--- config.mk ---
export PLATFORM = sky130hd
export DESIGN_NAME = alu_op_sequencer
export DESIGN_NICKNAME = d
export VERILOG_FILES = /design/src/rtl/alu_seq_pkg.sv /design/src/rtl/alu_op_decode.sv /design/src/rtl/alu_op_sequencer.sv
export SDC_FILE = /design/constraint.sdc
export NUM_CORES = 1
export LEC_CHECK = 0
export BUFFER_PORTS_ARGS = -buffer_cell sky130_fd_sc_hd__buf_4
export CAP_MARGIN = 0
export CORE_MARGIN = 5
export CORE_UTILIZATION = 54
export CTS_CLUSTER_DIAMETER = 80
export DETAILED_ROUTE_END_ITERATION = 16
export HOLD_SLACK_MARGIN = 0.02
export PLACE_DENSITY = 0.9
export SYNTH_ARGS = -nofsm -noshare
export SYNTH_HDL_FRONTEND = slang
export SYNTH_SLANG_ARGS = --single-unit
--- constraint.sdc ---
create_clock -name clk -period 3.2 [get_ports clk]
set_input_delay 0.32 -clock clk [delete_from_list [all_inputs] [get_ports clk]]
set_output_delay 0.32 -clock clk [all_outputs]
set_load 0.01 [all_outputs]
--- src/rtl/alu_seq_pkg.sv ---
// Shared types and constants for the ALU op sequencer.
// Opcodes, flag bit positions, 74181 S/M encodings and FSM states.
package alu_seq_pkg;

    typedef enum logic [3:0] {
        OP_ADD   = 4'd0,
        OP_ADC   = 4'd1,
        OP_SUB   = 4'd2,
        OP_SBC   = 4'd3,
        OP_AND   = 4'd4,
        OP_OR    = 4'd5,
        OP_XOR   = 4'd6,
        OP_NOTA  = 4'd7,
        OP_INC   = 4'd8,
        OP_DEC   = 4'd9,
        OP_PASSA = 4'd10,
        OP_CMP   = 4'd11
    } op_e;

    localparam int FLG_Z = 0;
    localparam int FLG_C = 1;
    localparam int FLG_N = 2;
    localparam int FLG_V = 3;

    // 74181 select codes, active-high data
    localparam logic [3:0] S_ADD   = 4'b1001;
    localparam logic [3:0] S_SUB   = 4'b0110;
    localparam logic [3:0] S_AND   = 4'b1011;
    localparam logic [3:0] S_OR    = 4'b1110;
    localparam logic [3:0] S_XOR   = 4'b0110;
    localparam logic [3:0] S_NOTA  = 4'b0000;
    localparam logic [3:0] S_INC   = 4'b0000;
    localparam logic [3:0] S_DEC   = 4'b1111;
    localparam logic [3:0] S_PASSA = 4'b1111;

    typedef enum logic [1:0] {
        ST_IDLE   = 2'd0,
        ST_SETTLE = 2'd1,
        ST_DONE   = 2'd2
    } state_e;

endpackage

--- src/rtl/alu_op_decode.sv ---
// Opcode decoder: opcode + current C flag -> 74181 S/M/CNb and result class.
// Ports: op, c in; s, m, cnb, wr, err, arith, logic_clr_c out.
module alu_op_decode
    import alu_seq_pkg::*;
(
    input  logic [3:0] op,
    input  logic       c,
    output logic [3:0] s,
    output logic       m,
    output logic       cnb,
    output logic       wr,
    output logic       err,
    output logic       arith,
    output logic       logic_clr_c
);

    always_comb begin
        s           = S_PASSA;
        m           = 1'b1;
        cnb         = 1'b1;
        wr          = 1'b1;
        err         = 1'b0;
        arith       = 1'b0;
        logic_clr_c = 1'b1;
        unique case (1'b1)
            (op == OP_ADD): begin
                s = S_ADD; m = 1'b0;
                arith = 1'b1; logic_clr_c = 1'b0;
            end
            (op == OP_ADC): begin
                s = S_ADD; m = 1'b0; cnb = ~c;
                arith = 1'b1; logic_clr_c = 1'b0;
            end
            (op == OP_SUB): begin
                s = S_SUB; m = 1'b0; cnb = 1'b0;
                arith = 1'b1; logic_clr_c = 1'b0;
            end
            (op == OP_CMP): begin
                s = S_SUB; m = 1'b0; cnb = 1'b0; wr = 1'b0;
                arith = 1'b1; logic_clr_c = 1'b0;
            end
            (op == OP_SBC): begin
                s = S_SUB; m = 1'b0; cnb = ~c;
                arith = 1'b1; logic_clr_c = 1'b0;
            end
            (op == OP_AND):   s = S_AND;
            (op == OP_OR):    s = S_OR;
            (op == OP_XOR):   s = S_XOR;
            (op == OP_NOTA):  s = S_NOTA;
            (op == OP_PASSA): s = S_PASSA;
            // INC/DEC go through the adder but leave C alone
            (op == OP_INC): begin
                s = S_INC; m = 1'b0; cnb = 1'b0;
                logic_clr_c = 1'b0;
            end
            (op == OP_DEC): begin
                s = S_DEC; m = 1'b0;
                logic_clr_c = 1'b0;
            end
            default: begin
                wr = 1'b0; err = 1'b1;
                logic_clr_c = 1'b0;
            end
        endcase
    end

endmodule

--- src/rtl/alu_op_sequencer.sv ---
// Request/settle/capture sequencer in front of a 2x74181 ALU.
// Ports: req_* in (valid/ready), alu_* drives out, alu_f/alu_cn4b back,
// rsp_* out (valid/ready), flags {V,N,C,Z}.
// Define ALU_OVERFLOW_FLAG_EN to compute V; otherwise flags[3] is 0.
module alu_op_sequencer
    import alu_seq_pkg::*;
#(
    parameter int SETTLE_CYCLES = 1,
    parameter int DATA_W        = 8
) (
    input  logic              clk,
    input  logic              rst,
    input  logic              req_valid,
    output logic              req_ready,
    input  logic [3:0]        req_op,
    input  logic [DATA_W-1:0] req_a,
    input  logic [DATA_W-1:0] req_b,
    output logic [DATA_W-1:0] alu_a,
    output logic [DATA_W-1:0] alu_b,
    output logic [3:0]        alu_s,
    output logic              alu_m,
    output logic              alu_cnb,
    input  logic [DATA_W-1:0] alu_f,
    input  logic              alu_cn4b,
    output logic              rsp_valid,
    input  logic              rsp_ready,
    output logic [DATA_W-1:0] rsp_data,
    output logic              rsp_wr,
    output logic              rsp_err,
    output logic [3:0]        flags
);

    if (SETTLE_CYCLES < 1 || SETTLE_CYCLES > 15) begin : g_bad_settle
        $error("SETTLE_CYCLES must be in 1..15");
    end

    localparam logic [3:0] CNT_INIT = 4'(SETTLE_CYCLES - 1);

    state_e     state;
    logic [3:0] cnt;
    logic       arith_q;
    logic       clr_c_q;
    logic       wr_q;
    logic       err_q;
    logic [3:0] dec_s;
    logic       dec_m;
    logic       dec_cnb;
    logic       dec_wr;
    logic       dec_err;
    logic       dec_arith;
    logic       dec_clr_c;
    logic [3:0] flags_cap;

    alu_op_decode u_dec (
        .op          (req_op),
        .c           (flags[FLG_C]),
        .s           (dec_s),
        .m           (dec_m),
        .cnb         (dec_cnb),
        .wr          (dec_wr),
        .err         (dec_err),
        .arith       (dec_arith),
        .logic_clr_c (dec_clr_c)
    );

`ifdef ALU_OVERFLOW_FLAG_EN
    localparam logic [DATA_W-1:0] MAX_POS = {1'b0, {(DATA_W-1){1'b1}}};
    localparam logic [DATA_W-1:0] MIN_NEG = {1'b1, {(DATA_W-1){1'b0}}};

    logic [3:0] op_q;
    logic       ovf;
    logic       a7;
    logic       b7;
    logic       f7;

    always_comb begin
        a7  = alu_a[DATA_W-1];
        b7  = alu_b[DATA_W-1];
        f7  = alu_f[DATA_W-1];
        ovf = 1'b0;
        unique case (1'b1)
            (op_q == OP_ADD) || (op_q == OP_ADC):
                ovf = (a7 == b7) && (f7 != a7);
            (op_q == OP_SUB) || (op_q == OP_SBC) || (op_q == OP_CMP):
                ovf = (a7 != b7) && (f7 != a7);
            (op_q == OP_INC): ovf = (alu_a == MAX_POS);
            (op_q == OP_DEC): ovf = (alu_a == MIN_NEG);
            default:          ovf = 1'b0;
        endcase
    end
`endif

    // Flag value written at the capture edge
    always_comb begin
        flags_cap = flags;
        if (!err_q) begin
            flags_cap[FLG_Z] = (alu_f == '0);
            flags_cap[FLG_N] = alu_f[DATA_W-1];
            if (arith_q)
                flags_cap[FLG_C] = ~alu_cn4b;
            else if (clr_c_q)
                flags_cap[FLG_C] = 1'b0;
`ifdef ALU_OVERFLOW_FLAG_EN
            flags_cap[FLG_V] = ovf;
`endif
        end
`ifndef ALU_OVERFLOW_FLAG_EN
        flags_cap[FLG_V] = 1'b0;
`endif
    end

    always_ff @(posedge clk or posedge rst) begin
        if (rst) begin
            state     <= ST_IDLE;
            cnt       <= 4'd0;
            req_ready <= 1'b1;
            alu_a     <= '0;
            alu_b     <= '0;
            alu_s     <= S_PASSA;
            alu_m     <= 1'b1;
            alu_cnb   <= 1'b1;
            rsp_valid <= 1'b0;
            rsp_data  <= '0;
            rsp_wr    <= 1'b0;
            rsp_err   <= 1'b0;
            flags     <= 4'd0;
            arith_q   <= 1'b0;
            clr_c_q   <= 1'b0;
            wr_q      <= 1'b0;
            err_q     <= 1'b0;
`ifdef ALU_OVERFLOW_FLAG_EN
            op_q      <= 4'd0;
`endif
        end else begin
            unique case (state)
                ST_IDLE: begin
                    if (req_valid) begin
                        alu_a     <= req_a;
                        alu_b     <= req_b;
                        alu_s     <= dec_s;
                        alu_m     <= dec_m;
                        alu_cnb   <= dec_cnb;
                        arith_q   <= dec_arith;
                        clr_c_q   <= dec_clr_c;
                        wr_q      <= dec_wr;
                        err_q     <= dec_err;
`ifdef ALU_OVERFLOW_FLAG_EN
                        op_q      <= req_op;
`endif
                        cnt       <= CNT_INIT;
                        req_ready <= 1'b0;
                        state     <= ST_SETTLE;
                    end
                end
                ST_SETTLE: begin
                    if (cnt == 4'd0) begin
                        rsp_data  <= alu_f;
                        flags     <= flags_cap;
                        rsp_wr    <= wr_q;
                        rsp_err   <= err_q;
                        rsp_valid <= 1'b1;
                        state     <= ST_DONE;
                    end else begin
                        cnt <= cnt - 4'd1;
                    end
                end
                ST_DONE: begin
                    if (rsp_ready) begin
                        rsp_valid <= 1'b0;
                        req_ready <= 1'b1;
                        state     <= ST_IDLE;
                    end
                end
                default: state <= ST_IDLE;
            endcase
        end
    end

endmodule

==> impl_metrics.ini <==
[status]
outcome = finished clean

[clock_network]
clock-root-buffer = clkbuf_8
cts_sinks = 47
cts_buffers = 5
htree_levels = 2
ctsHoldBuffers = 0
cts_tree = built
cts-resized-gates = 0
path_clk_slew_ns = 0.08
clock_path_buffers = 2
post_cts_buffers = 0
clk_latency_ns = 0.30

[global_route]
antenna_found_initial = 0
grt_max_degree = 48
globalRouteTotalUtil_pct = 18.3
grt_pass1_vias = 1676
grt-ovfl-total = 0
grt_pass1_wl_um = 7600

[die]
start_util_pct = 56.8
num_io_pins = 71
dieHeight_um = 72.8
die-area_um2 = 5290
rows = 22
core-area_um2 = 3740
die_w_um = 72.8

[drt]
routed_wl_um = 4530
drcViolationCount = 0
vias = 1670
ant_nets = 0
vias_per_cell = 5.15
drt_iter0_markers = 100
dr.pass1.iters = 4
routedWlPerCell_um = 14.0

[timing]
fin_crit_sh_pct = 59.0
setup_viol_count_final = 0
finalClockSkew_ns = 0.00291
fin_tns_setup_ns = 0
whs_ns = 0.204
slew_headroom_pct = 38.2
tightest_slew_ns = 0.926
hold_violations = 0
rsz0062_at_grt = false
fmax_ghz = 0.530
min_period_ns = 1.89
finalMaxSlewViolations = 0

[logic_synthesis]
synth_area_um2 = 2130
ys_types = 31
synth_top_cell_area_share_pct = 47.1
synth.avg_cell_area_um2 = 10.0
synth_area_leaders = dfrtp_1 47%, nand2_1 11%, dfstp_2 8.6%
syn_nets = 246
postSynthCellCount = 212
synth-edff-count = 0
synth_warnings = 0
ys_seq_elements = 47
yosys_most_used_dff = dfrtp_1
async_flop_share_pct = 100
synth-seq-area-share_pct = 55.7
synth_top_cell_by_area = dfrtp_1

[placement]
globalplace.congestion = 0.859
port_buffers = 69
post-place-cells = 316
dp_hpwl_um = 3360

[power_and_ir_drop]
p_per_area_nw_per_um2 = 949
peakVddDrop_v = 0.000553
leakagePower_nw = 1.37

[critical_path]
criticalPathCategory = flop to flop
required_ns = 3.39
path_max_fanout = 13
r2r_setup_slack_ns = 1.31
arrival_ns = 2.07
endpoint_kind = flop
crit_path_start_kind = flop

[job]
maxCapViolCount = 0

[finish]
drive_above_1_share_pct = 36.6
antenna_cells = 0
layout_commonest_cell = buf_4
instances_no_fill = 324
area_growth_pct = 27.6
layout_common_cells = 70 x buf_4, 62 x nand2_1, 40 x dfrtp_1
nNetsFinal = 309

[worst_hold_path]
hp-class = input pin to flop
==> sequential cells by signal, indices dropped and copies added (netlist names) <==
name	flops
cnt	4
state	2
arith_q	1
alu_s	4
rsp_data	8
rsp_err	1
alu_m	1
alu_cnb	1
err_q	1
clr_c_q	1
flags	3
alu_a	8
rsp_valid	1
rsp_wr	1
alu_b	8
wr_q	1
req_ready	1
==> cell families (layout without fill, tap and decap cells) <==
| group | count (synthesis) | in the layout | share of synthesized area, % |
|---|---|---|---|
| xor+xnor | 1 | 1 | 0.412 |
| fa+ha+maj | 2 | 2 | 1.06 |
| compound gates | 32 | 32 | 8.77 |
| buf+inv | 23 | 87 | 5.65 |
| mux | 16 | 16 | 9.41 |
| other cells | 1 | 1 | 0.176 |
| flops | 47 | 47 | 55.7 |
| simple gates | 90 | 90 | 18.8 |
==> worst paths after layout <==
check | to | startpoint | cells past startpoint
min in group asynchronous | rsp_data[2] | rst | 2
hold reg to reg | alu_b[5] | alu_b[5] | 2
max in group asynchronous | state[0] | rst | 2
setup / recovery | rsp_data[7] | state[1] | 3
hold / removal | alu_b[7] | req_b[7] | 3
setup reg to reg | rsp_data[7] | state[1] | 3
==> through the flow <==
| stage | cell area (um2) | utilization, % | setup slack (ns) | power (mW) |
|---|---|---|---|---|
| global placement | 2630 | 70.3 | 1.37 | 2.22 |
| global route | 2720 | 72.5 | 1.20 | 2.79 |
| CTS | 2720 | 72.5 | 1.31 | 2.61 |
| finish | 2720 | 72.5 | 1.31 | 2.58 |
| floorplan | 2130 | - | 1.44 | 1.79 |
| detailed placement | 2630 | 70.3 | 1.31 | 2.26 |
==> synthesized netlist by cell type (all sizes together), types with 5 or more instances <==
cell type / instances
buf: 6
clkbuf: 8
a21oi: 6
o21ai: 14
nand2b: 5
a31oi: 6
dfrtp: 40
mux2: 11
nand2: 62
mux2i: 5
nor2: 9
dfstp: 7
inv: 9
==> final cells by class <==
type	instances	area, um2
clock buffers	5	68.8
clock inverters	3	15.0
fillers	298	1030
inverters	9	33.8
multi-input cells	142	827
flip-flops and latches	47	1180
well taps	48	60.1
repair buffers	70	526
==> power by group <==
part / switching, mW / internal (mW)
sequential: 0.190 / 0.900
clock: 0.192 / 0.150
combinational: 0.539 / 0.606
total: 0.921 / 1.66
==> metal layers <==
layer  global-route usage (%)  wire, um
met5                        0         0
met1                     23.8      1960
met2                     28.2      2100
met4                     5.74        52
met3                     7.44       416
==> worst max-delay path: stages (launching register included) <==
cell	delay (ns)
dfrtp_1	0.48
or3b_4	0.45
or2_1	0.46
mux2_4	0.38
(Power assumes the default switching activity.)
